File: src/rtl/pll_lock_rst_seq.sv
// -----------------------------------------------------------------------------
// pll_lock_rst_seq
//
// Lock supervisor and staged reset sequencer for the PLL wrapper. Runs on the
// free-running board clock that also feeds the PLL reference, so it never
// depends on a PLL output clock being alive.
//
// The raw lock flag is synchronised, then qualified for stability. Once it is
// stable, the three domain resets are released in order (bit0 first). If lock
// does not arrive within the timeout, the PLL reset is pulsed again and the
// retry counter is bumped. Losing lock after release drops all domain resets
// together in one cycle.
//
// Ports
//   clk        in   free-running board clock
//   rst        in   asynchronous active-high reset
//   pll_lock   in   raw PLL lock flag, asynchronous to clk
//   pll_rst    out  active-high reset to the PLL RST pin
//   rst_out_n  out  [2:0] staged domain resets, active low, bit0 released first
//   locked_ok  out  high while all stages are released and lock holds
//   retry_cnt  out  [3:0] lock-timeout retries, saturates at 15
//   state      out  [2:0] FSM state code, for debug
//
// Optional build macro PLL_LOCK_LOSS_CNT_EN adds:
//   lock_loss_cnt  out  [7:0] lock-loss events after release, saturates at 255
//   lock_loss_err  out  sticky flag, set on the first lock-loss event
//
// State table
//   state      | code | meaning
//   PLL_RST    | 0    | hold PLL in reset for PLL_RST_CYC cycles
//   WAIT_LOCK  | 1    | PLL running, waiting for lock, timeout counting
//   STABLE     | 2    | lock seen, counting consecutive lock-high cycles
//   RELEASE    | 3    | releasing domain resets one stage at a time
//   RUN        | 4    | all stages released, lock holding
// -----------------------------------------------------------------------------
module pll_lock_rst_seq #(
  parameter int PLL_RST_CYC      = 64,
  parameter int LOCK_TIMEOUT_CYC = 500000,
  parameter int LOCK_STABLE_CYC  = 1000,
  parameter int STAGE_GAP_CYC    = 16,
  parameter int CNT_W            = 20
) (
  input  logic       clk,
  input  logic       rst,
  input  logic       pll_lock,
  output logic       pll_rst,
  output logic [2:0] rst_out_n,
  output logic       locked_ok,
  output logic [3:0] retry_cnt,
  output logic [2:0] state
`ifdef PLL_LOCK_LOSS_CNT_EN
  ,
  output logic [7:0] lock_loss_cnt,
  output logic       lock_loss_err
`endif
);

  typedef enum logic [2:0] {
    S_PLL_RST   = 3'd0,
    S_WAIT_LOCK = 3'd1,
    S_STABLE    = 3'd2,
    S_RELEASE   = 3'd3,
    S_RUN       = 3'd4
  } state_e;

  // Every state compares against its limit minus one, so the counter never wraps.
  localparam logic [CNT_W-1:0] CNT_ONE  = CNT_W'(1);
  localparam logic [CNT_W-1:0] RST_LAST = CNT_W'(PLL_RST_CYC - 1);
  localparam logic [CNT_W-1:0] TMO_LAST = CNT_W'(LOCK_TIMEOUT_CYC - 1);
  localparam logic [CNT_W-1:0] STB_LAST = CNT_W'(LOCK_STABLE_CYC - 1);
  localparam logic [CNT_W-1:0] GAP      = CNT_W'(STAGE_GAP_CYC);
  localparam logic [CNT_W-1:0] REL_LAST = CNT_W'(2 * STAGE_GAP_CYC - 1);

  state_e           state_q, state_d;
  logic [CNT_W-1:0] cnt_q, cnt_d;
  logic [3:0]       retry_q, retry_d;
  logic             pll_rst_q, pll_rst_d;
  logic [2:0]       rst_out_n_q, rst_out_n_d;
  logic             locked_ok_q, locked_ok_d;
  logic             sync1_q, lock_s_q;
  logic             loss_evt;

  // Two-flop synchroniser for the asynchronous lock flag.
  always_ff @(posedge clk or posedge rst) begin
    if (rst) begin
      sync1_q  <= 1'b0;
      lock_s_q <= 1'b0;
    end else begin
      sync1_q  <= pll_lock;
      lock_s_q <= sync1_q;
    end
  end

  // State register. The outputs are registered here as well, from their
  // next-state values, so they change on the same edge as the state.
  always_ff @(posedge clk or posedge rst) begin
    if (rst) begin
      state_q     <= S_PLL_RST;
      cnt_q       <= '0;
      retry_q     <= 4'd0;
      pll_rst_q   <= 1'b1;
      rst_out_n_q <= 3'b000;
      locked_ok_q <= 1'b0;
    end else begin
      state_q     <= state_d;
      cnt_q       <= cnt_d;
      retry_q     <= retry_d;
      pll_rst_q   <= pll_rst_d;
      rst_out_n_q <= rst_out_n_d;
      locked_ok_q <= locked_ok_d;
    end
  end

  // Next-state and counter logic.
  always_comb begin
    state_d  = state_q;
    cnt_d    = cnt_q;
    retry_d  = retry_q;
    loss_evt = 1'b0;
    case (state_q)
      S_PLL_RST: begin
        if (cnt_q == RST_LAST) begin
          state_d = S_WAIT_LOCK;
          cnt_d   = '0;
        end else begin
          cnt_d = cnt_q + CNT_ONE;
        end
      end
      S_WAIT_LOCK: begin
        // Lock takes priority over a timeout landing in the same cycle.
        if (lock_s_q) begin
          state_d = S_STABLE;
          cnt_d   = '0;
        end else if (cnt_q == TMO_LAST) begin
          state_d = S_PLL_RST;
          cnt_d   = '0;
          if (retry_q != 4'hF) begin
            retry_d = retry_q + 4'd1;
          end
        end else begin
          cnt_d = cnt_q + CNT_ONE;
        end
      end
      S_STABLE: begin
        if (!lock_s_q) begin
          state_d = S_WAIT_LOCK;
          cnt_d   = '0;
        end else if (cnt_q == STB_LAST) begin
          state_d = S_RELEASE;
          cnt_d   = '0;
        end else begin
          cnt_d = cnt_q + CNT_ONE;
        end
      end
      S_RELEASE: begin
        if (!lock_s_q) begin
          state_d  = S_WAIT_LOCK;
          cnt_d    = '0;
          loss_evt = 1'b1;
        end else if (cnt_q == REL_LAST) begin
          state_d = S_RUN;
          cnt_d   = '0;
        end else begin
          cnt_d = cnt_q + CNT_ONE;
        end
      end
      S_RUN: begin
        // The PLL is not reset here; a PLL that stays unlocked is caught by
        // the WAIT_LOCK timeout.
        if (!lock_s_q) begin
          state_d  = S_WAIT_LOCK;
          cnt_d    = '0;
          loss_evt = 1'b1;
        end
      end
      default: begin
        state_d = S_PLL_RST;
        cnt_d   = '0;
      end
    endcase
  end

  // Output decode from the next state, so the registered outputs line up with
  // the state they belong to. In RELEASE the counter is the number of cycles
  // since entry, which places stage 1 exactly STAGE_GAP_CYC cycles after
  // stage 0; stage 2 coincides with the move to RUN.
  always_comb begin
    pll_rst_d   = 1'b0;
    rst_out_n_d = 3'b000;
    locked_ok_d = 1'b0;
    case (state_d)
      S_PLL_RST: begin
        pll_rst_d = 1'b1;
      end
      S_RELEASE: begin
        rst_out_n_d[0] = 1'b1;
        rst_out_n_d[1] = (cnt_d >= GAP);
      end
      S_RUN: begin
        rst_out_n_d = 3'b111;
        locked_ok_d = 1'b1;
      end
      default: begin
        pll_rst_d = 1'b0;
      end
    endcase
  end

  assign pll_rst   = pll_rst_q;
  assign rst_out_n = rst_out_n_q;
  assign locked_ok = locked_ok_q;
  assign retry_cnt = retry_q;
  assign state     = state_q;

`ifdef PLL_LOCK_LOSS_CNT_EN
  logic [7:0] loss_cnt_q;
  logic       loss_err_q;

  always_ff @(posedge clk or posedge rst) begin
    if (rst) begin
      loss_cnt_q <= 8'd0;
      loss_err_q <= 1'b0;
    end else if (loss_evt) begin
      loss_err_q <= 1'b1;
      if (loss_cnt_q != 8'hFF) begin
        loss_cnt_q <= loss_cnt_q + 8'd1;
      end
    end
  end

  assign lock_loss_cnt = loss_cnt_q;
  assign lock_loss_err = loss_err_q;
`else
  // Lock-loss events only feed the optional counter.
  logic unused_loss_evt;
  assign unused_loss_evt = loss_evt;
`endif

endmodule

File: config.mk
export PLATFORM = sky130hd
export DESIGN_NAME = pll_lock_rst_seq
export DESIGN_NICKNAME = d
export VERILOG_FILES = /design/src/rtl/pll_lock_rst_seq.sv
export SDC_FILE = /design/constraint.sdc
export NUM_CORES = 1
export LEC_CHECK = 0
export ABC_CLOCK_PERIOD_IN_PS = 4250
export CAP_MARGIN = 25
export CORE_ASPECT_RATIO = 0.6
export CORE_MARGIN = 5
export CORE_UTILIZATION = 50
export CTS_CLUSTER_SIZE = 25
export DETAILED_ROUTE_END_ITERATION = 7
export PLACE_DENSITY = 0.79
export SYNTH_ARGS = -nofsm -noshare
export SYNTH_HDL_FRONTEND = slang
export SYNTH_SLANG_ARGS = --single-unit
export TNS_END_PERCENT = 1
File: constraint.sdc
create_clock -name clk -period 4.25 [get_ports clk]
set_input_delay 0.425 -clock clk [delete_from_list [all_inputs] [get_ports clk]]
set_output_delay 0.425 -clock clk [all_outputs]
set_load 0.03 [all_outputs]
==> summary.md, run 1 <==
| Metric | Value |
|---|---|
| Die Wd | `92.5 um` |
| Drt drc | `0` |
| Synth Instances | `231` |
| Buffer and inverter count on the worst path | `1` |
| Post-synth top cells | `dfrtp_1 (32), nand2_1 (26), o21ai_0 (23)` |
| Fill cell count | `328` |
| Seq/Total Area, Yosys | `40.6%` |
| Worst r2r src | `cnt_q[0]` |
| Pin count of the biggest net entering global routing | `21` |
| Mapped cell area | `2040 um^2` |
| Hold wc startpoint | `sync1_q` |
| Post-layout util | `56.8%` |
| Vias in the first global route | `1655` |
| Die area | `5500 um^2` |
| Number of synthesized flops with an enable pin | `0` |
| Synth area leaders | `dfrtp_1 (39%), o21ai_0 (5.6%), nand2_1 (4.8%), nor2_1 (2.6%), nand4_1 (2.5%)` |
| Hold crit path type | `register to register` |
| Yosys warning total | `0` |
| Ys flop type | `dfrtp_1` |
| Cell count of the worst hold path | `0` |
| VDD IR max | `0.221 mV` |
| Layout cells sized above 1 | `9.62%` |
| CP max stage cell | `a211oi_4` |
| WHS Endpoint | `lock_s_q` |
| First drt pass iteration count | `7` |
| Crit-path max cell delay | `0.70 ns` |
| Final ANT Viol Nets | `0` |
| CTS Root Cell | `clkbuf_8` |
| CP endpoint kind | `register` |
| Synthesized area per cell | `8.83 um^2` |
| Yosys top cell by area | `dfrtp_1` |
| Area grow syn2layout | `12.2%` |
| Unique masters post-synth | `56` |
| Hold Vio Cnt, Final | `0` |
| Total grt overflow | `0` |
| Crit start category | `register` |
| Area of the multi-input gates | `1100 um^2` |
| Clk sinks | `33` |
| Status | `completed` |
| Post-layout min period | `3.18 ns` |
| Total track usage | `20.0%` |
| Routed wire per std cell | `17.9 um` |
| Post-CTS Hold Buffers | `0` |
| Max-Cap Viols | `0` |
| Htree depth | `2` |
| Via density | `6.43` |
| Reg clk slew, reported paths | `0.07 ns` |
| Slew @ Worst Pin | `0.752 ns` |
| Total routed wirelength | `5160 um` |
| P_leak | `0.936 nW` |
| Final Max Tran Viols | `0` |
| CP Max Fanout | `20` |
| CP Class | `register to register` |
| Reg-to-Reg End | `rst_out_n[1]` |
| Setup tns final | `0 ns` |
| Core Area | `4030 um^2` |
| Ports | `15` |
| Worst-Skew Late Latency | `0.30 ns` |
| Placed insts | `281` |
| CTS tree | `built` |
| Syn nets | `236` |
| Worst Path Required | `4.42 ns` |
| PortBufs | `14` |
| Die Height | `59.5 um` |
| Slew Limit Headroom | `49.4%` |
| R2R Setup Slk | `1.07 ns` |
| Reg area | `827 um^2` |
| # diodes | `0` |
| Worst r2r path cells | `9` |
| Fmax | `0.314 GHz` |
| Initial antenna violation count | `0` |
| Crit path max-delay family | `simple AND/OR/NAND/NOR gates` |
| Pwr Density | `280 nW/um^2` |
| Vias | `1859` |
| Post-CTS setup buffers | `0` |
| Initial core utilization | `50.6%` |
| Seq cells post-synth | `33` |
| Post-synth ARST share | `100%` |
| Setup violations, final | `0` |
| Arrival @ worst endpoint | `3.35 ns` |
| CTS buffer count | `5` |
| Placer Congestion | `0.970` |
| Final instance area | `2290 um^2` |
| Count leader, synth | `dfrtp_1` |
| Final period util | `74.9%` |
| RSZ-0062 raised after global routing | `false` |
| Std cell rows | `18` |
| Setup Skew | `0.0112 ns` |
| Post-route non-filler standard cell count | `289` |
| Post-DP HPWL | `3730 um` |
| Final Net Count | `243` |
| Placed cell area | `2170 um^2` |
| Yosys top cell area share | `39.3%` |
| # resized after CTS | `0` |
| First-pass GRT wire length | `8440 um` |
| Detailed Route Iter0 Violations | `341` |
| CP Cell Sequence | `ha_1 -> nand4_1 -> nor2_1 -> nand4_2 -> a211oi_4 -> buf_4 -> o311ai_1 -> nor4_2 -> a31oi_1` |
| CTS max path bufs | `2` |
## layout make-up
cell class | count | share of cell area [%]
multi-input combinational | 177 | 48.3
timing repair buffer | 16 | 6.78
inverter | 5 | 0.820
tap | 50 | 2.73
sequential | 33 | 36.1
clock buffer | 6 | 3.61
clock inverter | 2 | 1.64
## flip-flops by register name, summed over array words and instances (netlist names)
name / count
lock_s_q: 1
rst_out_n: 2
locked_ok: 1
state: 3
pll_rst: 1
sync1_q: 1
retry_cnt: 4
cnt_q: 20
## where the power goes
part | switching, mW | internal (mW)
clock | 0.124 | 0.191
combinational | 0.00652 | 0.00260
sequential | 0.000929 | 0.315
## through the flow
step	hold slack [ns]	setup slack (ns)	total power [mW]
floorplan	0.331	1.71	0.326
global placement	0.334	1.22	0.331
detailed placement	0.344	1.19	0.331
CTS	0.359	1.16	0.640
global route	0.372	0.844	0.656
finish	0.357	1.07	0.640
## worst max path at each step
| stage | from | end | cells after the start |
|---|---|---|---|
| 2_1_floorplan | cnt_q[11] | rst_out_n[1] | 9 |
| 3_3_place_gp | cnt_q[15] | rst_out_n[1] | 8 |
| 3_5_place_dp | cnt_q[0] | rst_out_n[1] | 9 |
| 4_1_cts | cnt_q[0] | rst_out_n[1] | 9 |
| 5_1_grt | cnt_q[0] | rst_out_n[1] | 9 |
| 6_report | cnt_q[0] | rst_out_n[1] | 9 |
## metal layers
metal | share of wire, % | global-route usage, %
met1 | 47 | 29.6
met2 | 38 | 25.6
met3 | 14 | 9.01
met4 | 1.5 | 5.50
met5 | 0 | 0
## layout by cell type (no fill, tap or decap), types with 2 or more instances in the layout
cell type / count
a21oi_1: 7
or3_1: 2
nor3b_1: 2
dfrtp_1: 32
nor3_1: 4
ha_1: 2
inv_1: 5
a21o_1: 5
nand4_1: 8
or2_2: 3
and4_1: 2
o31ai_1: 4
and3_1: 4
nor4_1: 5
nand3b_1: 2
or4_1: 4
clkbuf_8: 6
nand2_1: 26
o21ai_1: 3
and2_1: 4
nor2b_1: 3
clkdlybuf4s50_1: 14
a31oi_1: 4
o22ai_1: 4
o21ai_0: 23
nand2b_1: 5
xnor2_1: 4
nor2_1: 14
nand3_1: 8
buf_4: 2
nor4_2: 2
## cell families after synthesis
logic type	after synthesis	synth area share [%]
DFF	33	40.6
buffers and inverters	21	5.28
adders and majority gates	2	1.23
muxes	2	1.04
and+or+nand+nor	104	29.3
AOI/OAI and AO/OA	64	20.4
xor gates and xnor gates	5	2.15
Power figures use the tool's default switching activity.
==> run 2: changes to the inputs <==
- ABC_CLOCK_PERIOD_IN_PS: 4250 -> 2880
- PLACE_DENSITY: 0.79 -> 0.81
- clock period: 4.25 -> 2.88 ns (I/O delays scaled with it)
==> run 2 against run 1 <==
Utilization is 5.6 points higher. Die area did not move. Worst hold slack hardly changed. Sequential share of layout area decreased by 3.2 points. Routed wire length is 10% higher. First-iteration DRC count shrank 31%. Via count up 5.1%. Non-clock buffer count rose by 23.
==> summary.md, run 2 (synthesis results as in run 1) <==
| Metric | Value |
|---|---|
| Status | `completed` |
| Worst-Skew Late Latency | `0.30 ns` |
| Vias | `1953` |
| Pwr Density | `369 nW/um^2` |
| CP Max Fanout | `15` |
| Total track usage | `21.7%` |
| Crit start category | `register` |
| Hold Vio Cnt, Final | `0` |
| Htree depth | `2` |
| Initial antenna violation count | `0` |
| Net Switching | `0.201 mW` |
| Instance count on the critical path | `10` |
| Final period util | `96.2%` |
| CTS tree | `built` |
| Biggest register | `cnt_q` |
| Final ANT Viol Nets | `0` |
| # diodes | `0` |
| CTS buffer count | `5` |
| Placer Congestion | `0.941` |
| Worst path most repeated cell | `a31oi_1` |
| CTS Root Cell | `clkbuf_8` |
| Die Wd | `92.5 um` |
| Total grt overflow | `0` |
| Pin count of the biggest net entering global routing | `37` |
| Clock network fraction of design power | `48.4%` |
| Routed wire per std cell | `18.2 um` |
| Hold crit path type | `register to register` |
| Dpl ws | `0.115 ns` |
| Layout cells sized above 1 | `19.8%` |
| Critical Path End | `rst_out_n[1]` |
| CTS max path bufs | `2` |
| Vias in the first global route | `1766` |
| Reg-to-Reg End | `rst_out_n[1]` |
| CP endpoint kind | `register` |
| Crit-path max cell delay | `0.54 ns` |
| Post-layout min period | `2.77 ns` |
| Slew @ Worst Pin | `0.553 ns` |
| Arrival @ worst endpoint | `2.95 ns` |
| Fill cell count | `326` |
| Setup Skew | `0.00532 ns` |
| Sw frac | `21.6%` |
| First drt pass iteration count | `5` |
| Initial core utilization | `50.6%` |
| Final WS setup | `0.108 ns` |
| Drt drc | `0` |
| P_leak | `1.06 nW` |
| Crit path max-delay family | `simple AND/OR/NAND/NOR gates` |
| CP Class | `register to register` |
| Internal cell power | `0.727 mW` |
| PortBufs | `14` |
| Total routed wirelength | `5680 um` |
| Setup violations, final | `0` |
| Worst r2r path cells | `10` |
| Crit. Startpoint | `cnt_q[7]` |
| Most frequent cells in the layout | `dfrtp_1 (31), nand2_1 (26), buf_4 (23)` |
| Part of the power in combinational logic | `1.4%` |
| Fmax | `0.361 GHz` |
| CP max stage cell | `or4_4` |
| Commonest non-fill, non-tap cell in the layout | `dfrtp_1` |
| CP Cell Sequence | `or4_4 -> nor3_4 -> nand4_2 -> a211oi_4 -> buf_12 -> buf_4 -> a31oi_1 -> o21ai_1 -> and4_1 -> a31oi_1` |
| Final Max Tran Viols | `0` |
| Ports | `15` |
| Worst Path Required | `3.06 ns` |
| Die Height | `59.5 um` |
| Buffer and inverter count on the worst path | `2` |
| Post-DP HPWL | `3990 um` |
| Via density | `6.26` |
| Detailed Route Iter0 Violations | `234` |
| Clk sinks | `33` |
| Max reg flops | `20` |
| Slew Limit Headroom | `62.9%` |
| Reg clk slew, reported paths | `0.07 ns` |
| Worst r2r src | `cnt_q[7]` |
| Final Net Count | `266` |
| Core Area | `4030 um^2` |
| Pwr Total | `0.928 mW` |
| First-pass GRT wire length | `9000 um` |
| Die area | `5500 um^2` |
| Area grow syn2layout | `23.3%` |
| Std cell rows | `18` |
| Max-Cap Viols | `0` |
| R2R Setup Slk | `0.11 ns` |
| Sequential Power Share | `50.2%` |
| VDD IR max | `0.297 mV` |
run 2: per-layer routing:
metal  GRT usage, %  part of all wire [%]  vias up
met5              0                     0        -
met4           8.67                   1.6        0
met3           7.99                    12       10
met2           27.6                    39      109
met1           32.5                    47      915
li1               -                     -      919
run 2: how the worst min path moves through the flow:
stage | to | cells past startpoint | slack (ns) | from
floorplan | sync1_q | 0 | 0.32 | pll_lock
CTS | lock_s_q | 0 | 0.36 | sync1_q
detailed placement | lock_s_q | 0 | 0.34 | sync1_q
finish | lock_s_q | 0 | 0.36 | sync1_q
global route | lock_s_q | 0 | 0.38 | sync1_q
global placement | lock_s_q | 0 | 0.34 | sync1_q
run 2: stage by stage:
stage / utilization [%] / TNS (ns) / hold WS (ns) / area (um^2) / cells
4_1_cts: 60.5 / 0 / 0.360 / 2440 / 308
6_report: 62.4 / 0 / 0.358 / 2510 / 312
3_5_place_dp: 57.6 / 0 / 0.343 / 2320 / 300
3_3_place_gp: 57.6 / 0 / 0.340 / 2320 / 300
2_1_floorplan: - / 0 / 0.319 / 2040 / 231
5_1_grt: 62.4 / -0.000665 / 0.382 / 2510 / 312
run 2: final cells by class:
type                            count  area (um^2)  share of cell area [%]
Multi-Input combinational cell    177         1130                    45.0
Sequential cell                    33          828                    32.9
Timing Repair Buffer               39          358                    14.2
Clock buffer                        5         68.8                    2.74
Tap cell                           50         62.6                    2.49
Clock inverter                      3         46.3                    1.84
Inverter                            5         18.8                   0.746
run 2: power groups by stage:
stage	Combinational (mW)	Clock, mW	Sequential, mW
6_report	0.0133	0.449	0.466
5_1_grt	0.0157	0.479	0.466
4_1_cts	0.0143	0.457	0.466
3_5_place_dp	0.0142	0	0.475
3_3_place_gp	0.0137	0	0.475
2_1_floorplan	0.00759	0	0.474
run 2: timing repair:
action / in CTS / in global routing
resized for setup: 0 / 8
hold buffers: 0 / 0
endpoints found under the setup margin: 0 / 1
setup buffers: 0 / 3
==> run 3: changes to the inputs <==
- CAP_MARGIN: 25 -> unset
- SETUP_SLACK_MARGIN: unset -> 0.3
==> run 3 against run 2 <==
Power is 0.18% lower. Fmax is 3.2% higher. Final area up 3.3%. Die area did not move. First-iteration DRC count up 15%. Critical path depth decreased by 1. Sequential share of layout area fell by 0.97 points. Routed wire length is 3.5% higher. Clock power about the same. Sequential cell count unchanged. Non-clock buffer count is 5 higher. Combinational power barely moved. Critical endpoint unchanged. Largest power group unchanged. Highest routed layer unchanged.
==> summary.md, run 3 (synthesis results as in run 1) <==
| Metric | Value |
|---|---|
| Total grt overflow | `0` |
| Initial core utilization | `50.6%` |
| Internal cell power | `0.727 mW` |
| Setup tns final | `0 ns` |
| Setup violations, final | `0` |
| Worst-Skew Late Latency | `0.30 ns` |
| Part of the power in combinational logic | `1.4%` |
| Ports | `15` |
| Post-layout min period | `2.69 ns` |
| CTS Root Cell | `clkbuf_8` |
| Slew @ Worst Pin | `0.549 ns` |
| Placer Congestion | `0.941` |
| Clk sinks | `33` |
| # diodes | `0` |
| Post-CTS Hold Buffers | `0` |
| Cell count of the worst hold path | `0` |
| Reg-to-Reg End | `rst_out_n[1]` |
| Htree depth | `2` |
| Top Layer Used | `met4` |
| Final Net Count | `271` |
| Max reg flops | `20` |
| CTS tree | `built` |
| Net Switching | `0.199 mW` |
| Worst r2r path cells | `9` |
| Vias in the first global route | `1888` |
| Core Area | `4030 um^2` |
| Final period util | `93.3%` |
| Area grow syn2layout | `27.4%` |
| Arrival @ worst endpoint | `2.86 ns` |
| Routed met3 length | `718 um` |
| Slew Limit Headroom | `63.1%` |
| Hold wc startpoint | `sync1_q` |
| Biggest register | `cnt_q` |
| Placed cell area | `2320 um^2` |
| RSZ-0062 raised after global routing | `true` |
| Status | `completed` |
| Fmax | `0.372 GHz` |
| Crit start category | `register` |
| VDD IR max | `0.295 mV` |
| Most frequent cells in the layout | `dfrtp_1 (29), buf_4 (28), nand2_1 (26)` |
| Worst Path Required | `3.05 ns` |
| Layout cells sized above 1 | `23.6%` |
| Sw frac | `21.5%` |
| Setup Skew | `0.00463 ns` |
| Detailed Route Iter0 Violations | `268` |
| Max-Cap Viols | `0` |
| First-pass GRT wire length | `9730 um` |
| Crit. Startpoint | `cnt_q[0]` |
| Hold Vio Cnt, Final | `0` |
| Routed wire per std cell | `18.5 um` |
| Area of the multi-input gates | `1170 um^2` |
| Pwr Density | `356 nW/um^2` |
| PortBufs | `14` |
| Metal2 WL | `2350 um` |
| Clock network fraction of design power | `48.3%` |
| Total track usage | `23.5%` |
| Drt drc | `0` |
| CP Max Fanout | `7` |
| Sequential Power Share | `50.3%` |
| Die area | `5500 um^2` |
| Initial antenna violation count | `0` |
| CP Class | `register to register` |
| Pin count of the biggest net entering global routing | `34` |
| Pwr Total | `0.926 mW` |
| Final instance area | `2600 um^2` |
| Final Max Tran Viols | `0` |
| Die Wd | `92.5 um` |
| WHS Endpoint | `lock_s_q` |
| CTS buffer count | `5` |
| Crit-path max cell delay | `0.61 ns` |
| Commonest non-fill, non-tap cell in the layout | `dfrtp_1` |
| Reg area | `831 um^2` |
| Std cell rows | `18` |
| Crit path max-delay family | `simple AND/OR/NAND/NOR gates` |
| Via density | `6.22` |
| Total routed wirelength | `5880 um` |
| Buffer and inverter count on the worst path | `0` |
| CP max stage cell | `or4_1` |
| Final ANT Viol Nets | `0` |
| R2R Setup Slk | `0.19 ns` |
| Hold crit path type | `register to register` |
| Fill cell count | `318` |
| CTS max path bufs | `2` |
| Reg clk slew, reported paths | `0.07 ns` |
| CP endpoint kind | `register` |
| Worst r2r src | `cnt_q[0]` |
| Die Height | `59.5 um` |
| First drt pass iteration count | `5` |
| Vias | `1973` |
| M1 wire length | `2700 um` |
| Post-DP HPWL | `3990 um` |
| CP Cell Sequence | `ha_4 -> nand4_1 -> or4_1 -> and2_1 -> o21ai_0 -> nand3_1 -> a211oi_1 -> and4_1 -> a31oi_1` |
| P_leak | `1.11 nW` |
## run 3: cell count changes in the layout (fill, tap and decap cells not counted), sizes merged
cell	before	now
bufbuf	0	1
clkbuf	6	5
buf	24	29
## run 3: area by class of cell
class / instances / share of cell area (%)
multi-input cells: 177 / 45.0
flip-flops and latches: 33 / 32.0
repair buffers: 44 / 15.5
clock buffers: 5 / 2.65
well taps: 50 / 2.41
clock inverters: 3 / 1.78
inverters: 5 / 0.722
## run 3: metrics by stage
step | cells | utilization [%] | worst slack, ns | hold WS (ns)
floorplan | 231 | - | 0.343 | 0.319
global placement | 300 | 57.6 | 0.122 | 0.340
detailed placement | 300 | 57.6 | 0.115 | 0.343
CTS | 316 | 63.7 | 0.230 | 0.360
global route | 317 | 64.5 | 0.0814 | 0.382
finish | 317 | 64.5 | 0.194 | 0.357
## run 3: worst max path at each step
stage / end / slack [ns] / cells past startpoint
2_1_floorplan: rst_out_n[1] / 0.34 / 9
3_3_place_gp: rst_out_n[1] / 0.12 / 10
3_5_place_dp: rst_out_n[1] / 0.12 / 10
4_1_cts: rst_out_n[1] / 0.23 / 9
5_1_grt: rst_out_n[1] / 0.08 / 9
6_report: rst_out_n[1] / 0.19 / 9
## run 3: power by group through the flow
stage	Sequential [mW]	Clock (mW)	Combinational (mW)
after floorplan	0.474	0	0.00759
after global placement	0.475	0	0.0137
after detailed placement	0.475	0	0.0142
after CTS	0.466	0.457	0.0143
after global routing	0.466	0.480	0.0157
final	0.466	0.447	0.0133
## run 3: metal layers
| layer | vias to the layer above | track usage [%] |
|---|---|---|
| met5 | - | 0 |
| met1 | 906 | 34.0 |
| met4 | 0 | 8.88 |
| li1 | 930 | - |
| met2 | 123 | 32.0 |
| met3 | 14 | 8.25 |
## run 3: repair_timing
item                       CTS  global route
resized for setup           11             4
gates cloned                 1             0
pin swaps                    3             2
setup endpoints to repair    1             8
buffers inserted             7             1
